`config.mk`:
```
export PLATFORM = sky130hd
export DESIGN_NAME = led_sequencer
export DESIGN_NICKNAME = d
export VERILOG_FILES = /design/src/rtl/led_sequencer.sv
export SDC_FILE = /design/constraint.sdc
export NUM_CORES = 1
export LEC_CHECK = 0
export ABC_AREA = 1
export CAP_MARGIN = 15
export CORE_AREA = 2 2 96 98
export CTS_BUF_LIST = sky130_fd_sc_hd__clkbuf_4
export DETAILED_ROUTE_END_ITERATION = 12
export DIE_AREA = 0 0 98 100
export SLEW_MARGIN = 15
export SYNTH_ARGS = -nofsm -noshare
export SYNTH_HDL_FRONTEND = slang
export SYNTH_SLANG_ARGS = --single-unit
```
`constraint.sdc`:
```
create_clock -name clk -period 2.03 [get_ports clk]
set_clock_uncertainty 0.1 [all_clocks]
set_input_delay 0.5075 -clock clk [delete_from_list [all_inputs] [get_ports clk]]
set_output_delay 0.5075 -clock clk [all_outputs]
set_load 0.01 [all_outputs]
```
`src/rtl/led_sequencer.sv`:
```
// led_sequencer: button-selected LED pattern controller with step prescaler and debouncer
module led_sequencer #(
  parameter int STEP_DIV     = 1200000,
  parameter int DEBOUNCE_CYC = 120000
) (
  input  logic clk,
  input  logic rst,
  input  logic btn,
  output logic D1,
  output logic D2,
  output logic D3,
  output logic D4,
  output logic D5
);
  localparam int CW = $clog2(STEP_DIV);
  localparam int DW = $clog2(DEBOUNCE_CYC);
  typedef enum logic [2:0] {OFF, CHASE, BOUNCE, BLINK, COUNT} mode_t;
  logic [CW-1:0] cnt;
  logic [DW-1:0] dcnt;
  logic s1, s2, btn_db, btn_db_q, tick, adv;
  mode_t mode, mode_n;
  logic [3:0] pat, pat_n;
  logic dir, dir_n, d5, d5_n;
  assign tick = cnt == CW'(STEP_DIV - 1);
  assign adv = btn_db & ~btn_db_q;
  assign {D4, D3, D2, D1} = pat;
  assign D5 = d5;
  always_ff @(posedge clk) begin
    if (rst) begin
      s1 <= 1'b0;
      s2 <= 1'b0;
      btn_db <= 1'b0;
      btn_db_q <= 1'b0;
      dcnt <= '0;
      cnt <= '0;
      mode <= OFF;
      pat <= '0;
      dir <= 1'b0;
      d5 <= 1'b0;
    end else begin
      s1 <= btn;
      s2 <= s1;
      btn_db_q <= btn_db;
      if (s2 != btn_db) begin
        if (dcnt == DW'(DEBOUNCE_CYC - 1)) begin
          btn_db <= s2;
          dcnt <= '0;
        end else dcnt <= dcnt + 1'b1;
      end else dcnt <= '0;
      cnt <= (adv || tick) ? '0 : cnt + 1'b1;
      mode <= mode_n;
      pat <= pat_n;
      dir <= dir_n;
      d5 <= d5_n;
    end
  end
  always_comb begin
    mode_n = mode;
    pat_n = pat;
    dir_n = dir;
    d5_n = d5;
    if (mode > COUNT) begin
      mode_n = OFF;
      pat_n = '0;
      dir_n = 1'b0;
      d5_n = 1'b0;
    end else if (adv) begin
      mode_n = mode == OFF ? CHASE : mode == CHASE ? BOUNCE : mode == BOUNCE ? BLINK :
               mode == BLINK ? COUNT : OFF;
      pat_n = (mode_n == CHASE || mode_n == BOUNCE) ? 4'b0001 : mode_n == BLINK ? 4'b1111 : 4'b0000;
      d5_n = mode_n == BLINK;
      dir_n = 1'b0;
    end else if (tick) begin
      case (mode)
        CHASE: pat_n = {pat[2:0], pat[3]};
        BOUNCE: begin
          // dir flips on leaving an end, so D5 marks only the downward run
          if (!dir) begin
            pat_n = pat[3] ? 4'b0100 : pat << 1;
            dir_n = pat[3];
          end else begin
            pat_n = pat >> 1;
            dir_n = pat != 4'b0010;
          end
          d5_n = dir_n;
        end
        BLINK: begin
          pat_n = ~pat;
          d5_n = ~d5;
        end
        COUNT: begin
          pat_n = pat + 1'b1;
          d5_n = pat == 4'b1110;
        end
        default: begin
          pat_n = '0;
          d5_n = 1'b0;
        end
      endcase
    end
  end
endmodule

```
* Word level (Yosys, flattened, before mapping)
Index checks and enable logic that the tools add are counted.
Operators by class: bitwise logic cells 5, reduce and logical (&&, ||, !) cells 11, multiplexer cells 15, $lt $le $gt $ge 1, equal/unequal tests 13, add/subtract/negate cells 3
Operator list (number):
- 2-to-1 mux 4 bit | 6
- adder 21 x 1 -> 21 bit, second input constant | 1
- equality test 21 bit, second input constant | 1
- adder 17 x 1 -> 17 bit, second input constant | 1
- equality test 17 bit, second input constant | 1
- one-hot mux 4 bit (4 select lines) | 1
- equality test 3 x 2 -> 1 bit, second input constant | 4
- 2-to-1 mux 3 bit | 4
- equality test 3 x 1 -> 1 bit, second input constant | 2
- AND reduction 2 bit | 3
- OR reduction 3 bit | 2
- adder 4 x 1 -> 4 bit, second input constant | 1
- equality test 4 bit, second input constant | 1
- != test 4 x 2 -> 1 bit, second input constant | 1
- inverter 4 bit | 1
- one-hot mux 1 bit (4 select lines) | 1
- OR reduction 2 bit | 2
- equality test 3 bit, second input constant | 1
- > comparator 3 bit, second input constant | 1
- zero test 3 bit | 1
- 2-to-1 mux 1 bit | 3
- inverter 1 bit | 3
- logical OR 1 bit | 2
- != test 2 bit, second input constant | 1
- other kinds (3) | 3
Word-level totals: output and inout port bits 5, flip-flop bits (word level) 51

* Logic depth before layout (Yosys ltp)
Gate-level depths: netlist of run 1.
depth after elaboration 9, gate-level depth with buffers 11, mapped depth without buffers 11

* Worst setup path before layout of run 1
Ideal clock, no wire load.
path type register -> register, from register cnt[0], to register pat[1], data arrival time 1271 ps, period minus slack after synthesis 1488 ps, buffers on the path 0, path slack 542 ps, cell stages (with the launch flop) 11, data required time 1813 ps, path through dfxtp_1 ha_1 nand2_1 inv_2 nand2_2 nor2_2 nand3_1 nand2_2 nand2_1 nor2_1 nor2_1
On the way: word-level cells in the longest chain between the ends 2
RTL lines:
- start: declaration | line 18 | logic [CW-1:0] cnt;
- start signal: assignment | line 50 | cnt <= (adv || tick) ? '0 : cnt + 1'b1;
- equality test 21 bit | line 24 | assign tick = cnt == CW'(STEP_DIV - 1);
- nonzero test 2 bit (no source line)
- end signal: assignment | line 52 | pat <= pat_n;
- end: declaration | line 22 | logic [3:0] pat, pat_n;
Every way passes these cells. A chain may end at the register's enable or synchronous reset.

* Worst setup path after layout of run 1
from register d5, in the netlist D5, to output port D5
RTL lines:
- start: declaration | line 23 | logic dir, dir_n, d5, d5_n;
- start signal: assignment | line 54 | d5 <= d5_n;
- end: declaration | line 13 | output logic D5
No word-level cell between the ends.

==> results of run 1 <==
==> worst reg2reg max path: stages, from the launching register on <==
cell and delay [ns]:
dfxtp_1 0.38, ha_1 0.17, nand2_1 0.07, inv_2 0.06, nand2_2 0.09, nor2_2 0.17
nand3_1 0.21, nand2_2 0.19, nand2_1 0.12, nor2_1 0.12, nor2_1 0.04
==> power by group through the flow <==
stage | registers (mW) | logic (mW) | clock network [mW]
CTS | 1.01 | 0.0376 | 0.753
detailed placement | 1.03 | 0.0373 | 0
floorplan | 1.03 | 0.0231 | 0
finish | 1.01 | 0.0367 | 0.722
global route | 1.01 | 0.0433 | 0.786
global placement | 1.03 | 0.0365 | 0
==> final cells by class <==
class | instances | area [um^2]
Antenna cell | 1 | 2.50
Clock buffer | 5 | 37.5
Clock inverter | 3 | 67.6
Fill cell | 963 | 5910
Inverter | 46 | 173
Multi-Input combinational cell | 282 | 1410
Sequential cell | 51 | 1020
Tap cell | 111 | 139
Timing Repair Buffer | 14 | 135
==> stage by stage <==
stage	cells	cell area, um^2
final	513	2980
after global routing	513	2980
after CTS	512	2980
after detailed placement	504	2870
after global placement	504	2870
after floorplan	384	2630
==> routing by layer <==
metal,global-route usage,part of all wire,vias up
met4,0.0588,0.022,0
met1,0.148,0.50,1009
met2,0.192,0.45,34
met3,0.0195,0.023,9
li1,-,-,1257
met5,0,0,-
==> state kept, by name (all words and copies together) (netlist names), 3 cells and up <==
register,count
dcnt,17
pat,4
mode,3
cnt,21
==> logic make-up after synthesis <==
family | Yosys count | share of synthesized area
DFF | 51 | 0.388
buffers and inverters | 51 | 0.0780
AOI/OAI and AO/OA | 34 | 0.0675
and+or+nand+nor | 227 | 0.391
adders and majority gates | 4 | 0.0190
xor gates and xnor gates | 17 | 0.0566
==> how the worst min path moves through the flow <==
stage / startpoint / endpoint / slack [ns]
floorplan: s1 / s2 / 0.29
global placement: s1 / s2 / 0.29
detailed placement: s1 / s2 / 0.31
CTS: s1 / s2 / 0.34
global route: s1 / s2 / 0.36
finish: s1 / s2 / 0.33
==> layout by cell type, fill, tap and decap left out, drive strengths merged <==
cell type      Yosys  layout
a21oi             19      19
a31oi              2       2
and2               1       1
buf                4       7
bufinv             0       2
clkbuf             1       5
clkdlybuf4s50      0       7
clkinvlp           0       1
dfxtp             51      51
diode              0       1
ha                 4       4
inv               46      46
nand2             79      79
nand3             26      26
nand4             14      14
nor2              84      84
nor3              14      14
nor3b              3       3
o21ai             12      12
o22ai              1       1
or2                5       5
or3                1       1
xnor2              4       4
xor2              13      13
==> reports/qor.csv, run 1 <==
metric;value;unit
cts_resized;0;
synth_area;2630;um^2
synthFlopType;dfxtp_1;
die_w;98;um
post_cts_buffers;0;
post-synth-top-area-cell;dfxtp_1;
synth_cell_types;30;
htreeDepth;2;
portBuffers;7;
sequentialPowerShare;0.572;
critPathBufInv;1;
synth_commonest_cells;80 x nor2_1, 75 x nand2_1, 51 x dfxtp_1;
clockPowerShare;0.407;
tightest_slew;0.372;ns
final_core_util;0.335;
relSlewSlack;0.752;
p_switching;0.364;mW
routed_wirelength;5200;um
worst-setup-path-type;flop to output port;
ioPinCount;8;
ys_warn_count;0;
worstPathArrival;1.32;ns
rows;35;
grt_pass1_vias;2251;
max_freq;520;MHz
tns;0;ns
ir_worst_vdd;311;uV
power_density;594;nW/um^2
gp_congestion;0.831;
wire_per_inst;10.1;um
crit_path_start_kind;flop;
synth_area_per_cell;6.85;um^2
cts_hold_buf;0;
p_int;1.41;mW
grt_use_total;0.117;
overflow;0;
cts_buffers;5;
dieHeight;100;um
comb_power_share;0.021;
rr_startpoint;cnt[0];
worstPathMaxFanout;3;
hold_viol_final;0;
grt_max_degree;22;
die_area;9800;um^2
areaGrowthSynthToFinish;13.3;%
dp_hpwl;3820;um
grt_antenna_before_repair;1;
core_area;8890;um^2
first_iter_violations;118;
worstPathRequired;1.42;ns
reg2reg_depth;10;
pre_cts_ws;0.0527;ns
hold_depth;2;
slowest_stage;clkdlybuf4s50_1;
finalMaxSlewViolations;0;
num_vias;2309;
cts_tree;done;
slowest_delay;0.57;ns
ant_nets;0;
period_share;0.948;
rsz0062_at_grt;no;
crit_chain;clkdlybuf4s50_1;
synth.most_common_cell;nor2_1;
route.detailed.drc;0;
postLayoutSetupSlackWorst;0.105;ns
hold_slack;0.331;ns
synth_top_cell_area_share;0.388;
crit_cells;1;
status;complete, no violations;
drv_cap;0;
setup_violations;0;
switching_share;0.206;
rrSetupSlack;0.23;ns
clkSinkCount;51;
root_buffer;clkbuf_4;
clkTransAtPathRegs;0.16;ns
synthCells;384;
ys_seq_area_frac;0.388;
hp-class;flop to flop;
critPathCapture;D5;
synth_fp_nets;391;
async_reset_ff_frac;0;
cts_buffer_depth;2;
fin_crit;1.92;ns
worstReg2RegEnd;pat[1];
synth_edf_count;0;
p_total;1.77;mW
dr.pass1.iters;4;
via_per_inst;4.50;
synth.area.top_cells;dfxtp_1 39%, nor2_1 11%, nand2_1 11%;
startpoint;D5;
grt_first_pass_wirelength;9580;um
clkLatencyLatePin;0.38;ns
drive_gt1_frac;0.107;
start_util;0.296;
ys_ff_latch;51;
power_leakage;1.10;nW
num-nets-final;407;
cp-end-kind;output port;
cp_top_family;buffers and inverters;
Power figures use the tool's default switching activity.
==> inputs of run 2 (changes only) <==
--- a/config.mk
+++ b/config.mk
@@ -9,8 +9,11 @@
 export CAP_MARGIN = 15
 export CORE_AREA = 2 2 96 98
 export CTS_BUF_LIST = sky130_fd_sc_hd__clkbuf_4
+export CTS_CLUSTER_SIZE = 8
 export DETAILED_ROUTE_END_ITERATION = 12
 export DIE_AREA = 0 0 98 100
+export GPL_TIMING_DRIVEN = 0
+export RECOVER_POWER = 25
 export SLEW_MARGIN = 15
 export SYNTH_ARGS = -nofsm -noshare
 export SYNTH_HDL_FRONTEND = slang
==> run 2 against run 1 <==
Non-clock buffer count is 2 lower. Cell area fell by 3.3%. Flip-flop and latch count unchanged. Die area unchanged. Global-route usage shrank 0.23 points. Combinational power down 6.8%. Count of clock-buffer cells in the layout did not move. Hold slack got worse by 0.0082 ns. Via count is 3.7% higher. First-iteration DRC count is 29% lower. Register-to-register slack barely moved.
==> reports/qor.csv, run 2 (synthesis results as in run 1) <==
metric;value;unit;change
worstPathMaxFanout;10;;+7
p_int;1.14;mW;-19%
portBuffers;7;;unchanged
cts_tree;done;;
relSlewSlack;0.591;;-0.161
power_density;514;nW/um^2;-14%
crit_chain;clkdlybuf4s50_1;;
crit_path_start_kind;flop;;
overflow;0;;unchanged
place_area;2840;um^2;-1.1%
root_buffer;clkbuf_4;;
ant_nets;0;;unchanged
worstPathArrival;1.35;ns;+0.03 ns
tns;0;ns;unchanged
top_register;cnt;;
ioPinCount;8;;unchanged
dieHeight;100;um;unchanged
fillers;991;;+2.9%
power_leakage;1.05;nW;-4.8%
fin_crit;1.96;ns;+0.0341 ns
hold_slack;0.323;ns;-0.00816 ns
htreeDepth;2;;unchanged
core_area;8890;um^2;unchanged
die_area;9800;um^2;unchanged
drv_cap;0;;unchanged
largest_register_ffs;21;;unchanged
multi_input_area;1390;um^2;-0.89%
first_iter_violations;84;;-29%
drive_gt1_frac;0.0980;;-0.00924
areaGrowthSynthToFinish;9.56;%;
final_cell_area;2880;um^2;-3.3%
clkTransAtPathRegs;0.14;ns;-0.02 ns
worstPathRequired;1.42;ns;about the same
tightest_slew;0.613;ns;+0.241 ns
wire_per_inst;10.3;um;+1.8%
rrSetupSlack;0.23;ns;about the same
comb_power_share;0.023;;+0.002
seqCellArea;1030;um^2;+0.61%
worst-setup-path-type;flop to output port;;
final_common_cell;nor2_1;;
grt_first_pass_wirelength;9470;um;-1.2%
final_cell_mix;81 x nor2_1, 75 x nand2_1, 48 x dfxtp_1, 37 x inv_1, 25 x nand3_1;;
sequentialPowerShare;0.683;;+0.111
rows;35;;unchanged
slowest_delay;0.55;ns;-0.02 ns
grt_use_total;0.114;;-0.00226
start_util;0.296;;unchanged
cp_top_family;buffers and inverters;;
status;complete, no violations;;
p_total;1.48;mW;-16%
finalMaxSlewViolations;0;;unchanged
num-nets-final;405;;-0.49%
grt_antenna_before_repair;1;;unchanged
die_w;98;um;unchanged
ir_worst_vdd;188;uV;-40%
reg_top3;cnt x21, dcnt x17, pat x4;;
clkLatencyLatePin;0.36;ns;-0.02 ns
rsz0062_at_grt;no;;
switching_share;0.228;;+0.0222
cts_buffers;5;;unchanged
hold_viol_final;0;;unchanged
period_share;0.965;;+0.0168
p_switching;0.338;mW;-7.4%
cp-end-kind;output port;;
max_freq;511;MHz;-1.7%
clkSinkCount;51;;unchanged
dp_hpwl;3910;um;+2.2%
gp_congestion;0.874;;+5.2%
post_cts_buffers;0;;unchanged
slowest_stage;clkdlybuf4s50_1;;
dr.pass1.iters;4;;unchanged
cts_buffer_depth;2;;unchanged
grt_pass1_vias;2204;;-2.1%
grt_max_degree;15;;-32%
hp-class;flop to flop;;
setup_violations;0;;unchanged
route.detailed.drc;0;;unchanged
via_per_inst;4.69;;+4.3%
critPathBufInv;1;;unchanged
clockPowerShare;0.294;;-0.113
routed_wirelength;5270;um;+1.2%
num_vias;2394;;+3.7%
run 2: cell count changes in the layout (fill, tap and decap cells not counted), sizes merged:
| cell | delta |
|---|---|
| bufinv | -2 |
| clkinv | +2 |
| dlygate4sd3 | +1 |
| clkinvlp | -1 |
| clkdlybuf4s50 | -1 |
| buf | -3 |
| clkbuf | +1 |
run 2: what timing repair did:
action                                  4_1_cts  5_1_grt
hold buffers                                  0        0
gates resized for setup                       4        0
endpoints found under the setup margin        3        0
run 2: metal layers:
layer / GRT usage / part of all wire / routed length, um
met1: 0.151 / 0.50 / 2640
met2: 0.188 / 0.46 / 2420
met3: 0.0209 / 0.026 / 137
met4: 0.0395 / 0.015 / 78
met5: 0 / 0 / 0
run 2: final cells by class:
type,count,share of cell area
Multi-Input combinational cell,282,0.483
Sequential cell,51,0.356
Inverter,46,0.0599
Tap cell,111,0.0482
Timing Repair Buffer,7,0.0243
Clock buffer,5,0.0130
Buffer,5,0.0113
Clock inverter,2,0.00304
Antenna cell,1,0.000868
run 2: final timing paths:
kind                            endpoint     from  cells past startpoint
worst max-delay path                  D2   pat[1]                      1
worst min-delay path                  s2       s1                      2
worst max register to register  dcnt[12]  dcnt[0]                      9
worst min register to register        s2       s1                      2
run 2: power by group through the flow:
stage | Combinational [mW] | Clock (mW) | Sequential (mW)
2_1_floorplan | 0.0231 | 0 | 1.03
3_3_place_gp | 0.0352 | 0 | 1.03
3_5_place_dp | 0.0359 | 0 | 1.03
4_1_cts | 0.0362 | 0.461 | 1.01
5_1_grt | 0.0393 | 0.501 | 1.01
6_report | 0.0342 | 0.435 | 1.01
run 2: metrics by stage:
step | utilization | instances | worst slack [ns]
2_1_floorplan | - | 384 | 0.542
3_3_place_gp | 0.319 | 502 | -0.0161
3_5_place_dp | 0.319 | 502 | -0.0532
4_1_cts | 0.325 | 509 | 0.0441
5_1_grt | 0.324 | 510 | 0.00391
6_report | 0.324 | 510 | 0.0713
==> patch 1 (config.mk and constraints of run 2) <==
Register the input `btn` before use. The logic sees it one clock later.
--- a/src/rtl/led_sequencer.sv
+++ b/src/rtl/led_sequencer.sv
@@ -16,4 +16,11 @@
   localparam int DW = $clog2(DEBOUNCE_CYC);
   typedef enum logic [2:0] {OFF, CHASE, BOUNCE, BLINK, COUNT} mode_t;
+
+  logic btn_q;
+
+  always_ff @(posedge clk) begin
+    btn_q <= btn;
+  end
+
   logic [CW-1:0] cnt;
   logic [DW-1:0] dcnt;
@@ -39,5 +46,5 @@
       d5 <= 1'b0;
     end else begin
-      s1 <= btn;
+      s1 <= btn_q;
       s2 <= s1;
       btn_db_q <= btn_db;
Behaviour: no difference found for any inputs over 10 cycles, from zero or initial values and one cycle with rst high; that may be too few to reach the edited logic, so the function may still have changed.
==> patch 1 against run 2 <==
  * Clock power grew 36%
  * Worst setup slack gained 25 ps
  * Global-route usage shrank 0.36 points
  * Final area grew 2.5%
  * Via count shrank 2.7%
  * Total power grew 12%
  * Area after synthesis grew 0.76%
  * Critical path type unchanged
  * Wire length shrank 2.3%
  * Sequential cell count grew 1
==> patch 1: results (changes against run 2) <==
\begin{tabular}{lr}
\hline
Metric & Value \\
\hline
\multicolumn{2}{l}{\textbf{Status}} \\
Status & complete, no violations \\
\multicolumn{2}{l}{\textbf{Clocking}} \\
Number of buffers between clock root and the deepest sink & 2 (unchanged) \\
Clock insertion delay at the later pin of the skew report & 360 ps (about the same) \\
Worst-path clk slew & 150 ps \\
H-tree levels & 2 (unchanged) \\
\multicolumn{2}{l}{\textbf{Worst setup path}} \\
Largest fanout on the critical path & 8 (-2) \\
CP max-delay cell & sky130\_fd\_sc\_hd\_\_clkdlybuf4s50\_1 \\
Biggest cell delay along the critical path & 540 ps \\
Count of cells along the worst register-to-register path & 10 (+1) \\
Arrival time of data at the critical path endpoint & 1330 ps (-20 ps) \\
\multicolumn{2}{l}{\textbf{Synth}} \\
Sequential fraction of the synthesis area & 0.3926 (+0.004621) \\
Nets in the synthesized netlist & 392 (+0.26\%) \\
Share of async-settable or async-resettable flops after synthesis & 0 (unchanged) \\
Top cells by area, synth & sky130\_fd\_sc\_hd\_\_dfxtp\_1 39\%, sky130\_fd\_sc\_hd\_\_nor2\_1 11\%, sky130\_fd\_sc\_hd\_\_nand2\_1 11\% \\
Total of warnings raised by yosys & 0 (unchanged) \\
Synth cell count leaders & 80 x sky130\_fd\_sc\_hd\_\_nor2\_1, 75 x sky130\_fd\_sc\_hd\_\_nand2\_1, 52 x sky130\_fd\_sc\_hd\_\_dfxtp\_1 \\
\multicolumn{2}{l}{\textbf{Drt}} \\
Detailed-route wire length & 5.146 mm (-2.3\%) \\
Highest Signal Layer & met4 \\
Routed met2 length & 2.334 mm (-3.4\%) \\
Met3 wire len & 146 um (+6.6\%) \\
Number of design-rule violations left by the first detailed-router iteration & 68 (-19\%) \\
Sum of routed wire segments on met1 & 2.583 mm (-2.0\%) \\
Post-DR vias/cell & 4.540 (-3.3\%) \\
\multicolumn{2}{l}{\textbf{Place}} \\
Worst slack at placement & -46.98 ps (+6.262 ps) \\
IO buf count & 7 (unchanged) \\
Placed wire-length estimate after detailed placement & 3.828 mm (-2.0\%) \\
Placer congestion estimate & 0.8542 (-2.2\%) \\
\multicolumn{2}{l}{\textbf{Pwr}} \\
Peak supply drop & 0.2111 mV (+12\%) \\
Leak pwr & 1.094 nW (+4.6\%) \\
\multicolumn{2}{l}{\textbf{Min path}} \\
Type of the tightest min-delay check & reg2reg \\
\multicolumn{2}{l}{\textbf{Global route}} \\
Antenna violations before repair & 1 (unchanged) \\
Tot GR Track Use & 0.1107 (-0.003617) \\
Number of global-route vias before repair & 2090 (-5.2\%) \\
Maximum number of pins on one net before global-route repair & 16 (+1) \\
First-pass GRT wire length & 9.066 mm (-4.2\%) \\
\multicolumn{2}{l}{\textbf{Layout}} \\
Fraction of final layout cells sized beyond drive strength 1 & 0.1072 (+0.009242) \\
Fill count & 981 (-1.0\%) \\
Registers with the most flip-flops & cnt: 21 flops, dcnt: 17 flops, pat: 4 flops \\
Final layout net count & 407 (+0.49\%) \\
\multicolumn{2}{l}{\textbf{STA}} \\
Worst max-slew margin expressed relative to the limit & 0.6091 (+0.01804) \\
\hline
\end{tabular}
==> patch 1: final cells by class <==
cell class                 count  area (um^2)  share of cell area
buffer                         5        32.53             0.01101
antenna                        1        2.502           0.0008467
tap                          111        138.9             0.04699
clock inverter                 2        35.03             0.01185
clock buffer                   6        45.04             0.01524
inverter                      46        172.7             0.05843
sequential                    52         1050              0.3552
timing repair buffer           8        77.57             0.02625
multi-input combinational    282         1401              0.4742
==> patch 1: final timing paths <==
check                            from             endpoint  slack (ps)
hold / removal          btn_q$_DFF_P_        s1$_SDFF_PP0_         320
setup reg to reg    cnt[0]$_SDFF_PP0_  pat[1]$_SDFFE_PP0P_         270
setup / recovery  pat[3]$_SDFFE_PP0P_                   D4         100
hold reg to reg         btn_q$_DFF_P_        s1$_SDFF_PP0_         320
==> patch 1: metal layers <==
layer,track usage,vias up
met1,0.1456,1030
met4,0.04380,0
met3,0.02089,5
met5,0,-
met2,0.1802,33
li1,-,1261
==> patch 1: repair_timing <==
| action | in CTS | in global routing |
|---|---|---|
| setup buffers | 0 | 1 |
| resized for setup | 4 | 1 |
| endpoints found under the setup margin | 3 | 2 |
==> patch 1: per-stage QoR <==
stage / std cells / util / instance area (um^2) / hold WS (ps) / setup TNS, ps
2_1_floorplan: 385 / - / 2651 / 288.3 / 0
3_3_place_gp: 503 / 0.3217 / 2860 / 303.3 / -45.65
3_5_place_dp: 503 / 0.3217 / 2860 / 300.0 / -236.6
4_1_cts: 511 / 0.3315 / 2947 / 320.1 / 0
5_1_grt: 513 / 0.3324 / 2955 / 334.8 / 0
6_report: 513 / 0.3324 / 2955 / 316.8 / 0
==> patch 1: power breakdown <==
part	total [mW]	switching, mW	internal (mW)
Combinational	0.0337	0.0212	0.0125
Clock	0.590	0.318	0.272
Sequential	1.03	0.00467	1.03
Total	1.65	0.343	1.31
==> patch 1: logic make-up (layout without fill, tap and decap cells) <==
| kind of cell | after synthesis | count (layout) | share of synthesized area |
|---|---|---|---|
| flip-flops | 52 | 52 | 0.3926 |
| AND/OR/NAND/NOR | 227 | 227 | 0.3879 |
| adder cells (fa/ha/maj) | 4 | 4 | 0.01888 |
| AO/OA/AOI/OAI | 34 | 34 | 0.06702 |
| other | 0 | 1 | 0 |
| buffers and inverters | 51 | 67 | 0.07739 |
| XOR/XNOR | 17 | 17 | 0.05616 |
==> patch 2 (config.mk and constraints of run 2) <==
Without the edit above. The parameter `DEBOUNCE_CYC` goes from 120000 to 480000.
--- a/src/rtl/led_sequencer.sv
+++ b/src/rtl/led_sequencer.sv
@@ -2,5 +2,5 @@
 module led_sequencer #(
   parameter int STEP_DIV     = 1200000,
-  parameter int DEBOUNCE_CYC = 120000
+  parameter int DEBOUNCE_CYC = 480000
 ) (
   input  logic clk,
Check against the original RTL: same outputs for any inputs over 10 cycles, from zero or initial values and one cycle with rst high; that may be too few to reach the edited logic, so the function may still have changed.
==> patch 2 against run 2 <==
  * First-iteration DRC count is 65% higher
  * Sequential share of layout area shrank 1.6 points
  * Sequential cell count up 2
  * Wire length rose by 7.7%
  * Total power up 5.4%
  * Worst setup slack better by 9.3 ps
  * Area after synthesis rose by 8.9%
  * Critical path depth is the same
  * Final area up 9.1%
  * Maximum frequency grew 0.48%
  * Largest cell class unchanged
==> patch 2: results (changes against run 2) <==
\begin{tabular}{lr}
\hline
Metric & Value \\
\hline
\multicolumn{2}{l}{\textbf{Layout}} \\
Fraction of final layout cells sized beyond drive strength 1 & 0.09417 (-0.003820) \\
Count of placed standard cells in the final layout, fillers left out & 557 (+9.2\%) \\
Registers with the most flip-flops & cnt: 21 flops, dcnt: 19 flops, pat: 4 flops \\
Final layout net count & 452 (+12\%) \\
\multicolumn{2}{l}{\textbf{Global route}} \\
Number of global-route vias before repair & 2426 (+10\%) \\
Antenna violations before repair & 0 (-1) \\
Met1 GRT Util & 0.1586 (+0.007223) \\
GRT met3 Usage & 0.02019 (-0.0006964) \\
First-pass GRT wire length & 10.29 mm (+8.7\%) \\
Global routing met2 resource utilization & 0.2076 (+0.01949) \\
\multicolumn{2}{l}{\textbf{Worst setup path}} \\
Largest fanout on the critical path & 7 (-3) \\
\multicolumn{2}{l}{\textbf{Synth}} \\
Nets in the synthesized netlist & 436 (+12\%) \\
Count of distinct cell types in the synthesized netlist & 33 (+10\%) \\
Area fraction in compound gates after synthesis & 0.07598 (+0.008460) \\
Xor and xnor fraction of the mapped netlist area & 0.02445 (-0.03213) \\
Most repeated cell in the gate-level netlist after synthesis & sky130\_fd\_sc\_hd\_\_nand2\_1 \\
Sequential fraction of the synthesis area & 0.3703 (-0.01771) \\
Post-synthesis cell count & 429 (+12\%) \\
Top cells by area, synth & sky130\_fd\_sc\_hd\_\_dfxtp\_1 37\%, sky130\_fd\_sc\_hd\_\_nand2\_1 12\%, sky130\_fd\_sc\_hd\_\_nor2\_1 10\% \\
Fraction of the mapped netlist area in adder cells & 0.01747 (-0.001553) \\
\multicolumn{2}{l}{\textbf{Drt}} \\
Average routed wire per standard cell & 10.18 um (-1.4\%) \\
Number of design-rule violations left by the first detailed-router iteration & 139 (+65\%) \\
Post-DR vias/cell & 4.679 (-0.33\%) \\
Routed met2 length & 2.593 mm (+7.4\%) \\
Met3 wire len & 121 um (-12\%) \\
\multicolumn{2}{l}{\textbf{STA}} \\
Transition time at the pin with the least slew margin & 676.9 ps (+63.46 ps) \\
\multicolumn{2}{l}{\textbf{Min path}} \\
Type of the tightest min-delay check & reg2reg \\
\multicolumn{2}{l}{\textbf{Place}} \\
Placed insts & 547 (+9.0\%) \\
Placer congestion estimate & 0.8658 (-0.90\%) \\
Placed wire-length estimate after detailed placement & 4.171 mm (+6.7\%) \\
Worst slack at placement & 132.5 ps (+185.7 ps) \\
\multicolumn{2}{l}{\textbf{Status}} \\
Status & complete, no violations \\
\multicolumn{2}{l}{\textbf{Clocking}} \\
Worst-path clk slew & 160 ps (+20 ps) \\
Clock insertion delay at the later pin of the skew report & 370 ps \\
\multicolumn{2}{l}{\textbf{Pwr}} \\
Peak supply drop & 0.2775 mV (+48\%) \\
Int Power & 1.192 mW (+4.2\%) \\
\hline
\end{tabular}
-- patch 2: changes by cell type after synthesis, moves of 4 or more --
cell                      delta
sky130_fd_sc_hd__buf_2       +4
sky130_fd_sc_hd__nand2_1    +20
sky130_fd_sc_hd__nor2_1      -4
sky130_fd_sc_hd__inv_1      +23
sky130_fd_sc_hd__o21ai_0     +5
sky130_fd_sc_hd__nor3_1      +9
sky130_fd_sc_hd__inv_2       -9
sky130_fd_sc_hd__xor2_1      -7
-- patch 2: path summary, 6_finish.rpt --
check,to,cells past startpoint,startpoint,slack (ps)
setup / recovery,D1,1,pat[0]$_SDFFE_PP0P_,80
hold / removal,s2$_SDFF_PP0_,2,s1$_SDFF_PP0_,310
setup reg to reg,dcnt[18]$_SDFF_PP0_,9,dcnt[0]$_SDFF_PP0_,160
hold reg to reg,s2$_SDFF_PP0_,2,s1$_SDFF_PP0_,310
-- patch 2: power groups by stage --
| stage | clock, mW | combinational (mW) | sequential [mW] |
|---|---|---|---|
| 5_1_grt | 0.547 | 0.0437 | 1.05 |
| 6_report | 0.472 | 0.0370 | 1.05 |
| 2_1_floorplan | 0 | 0.0257 | 1.08 |
| 3_5_place_dp | 0 | 0.0389 | 1.08 |
| 3_3_place_gp | 0 | 0.0383 | 1.08 |
| 4_1_cts | 0.508 | 0.0389 | 1.05 |
-- patch 2: layout make-up --
cell class / count / area [um^2]
Sequential cell: 53 / 1070
Buffer: 7 / 42.54
Timing Repair Buffer: 9 / 85.08
Clock buffer: 5 / 37.54
Multi-Input combinational cell: 309 / 1529
Clock inverter: 3 / 17.52
Fill cell: 987 / 5744
Inverter: 60 / 225.2
Tap cell: 111 / 138.9
-- patch 2: timing repair --
action | 4_1_cts | 5_1_grt
buffers inserted | 0 | 2
setup endpoints to repair | 3 | 2
hold buffers | 0 | 0
resized for setup | 4 | 1
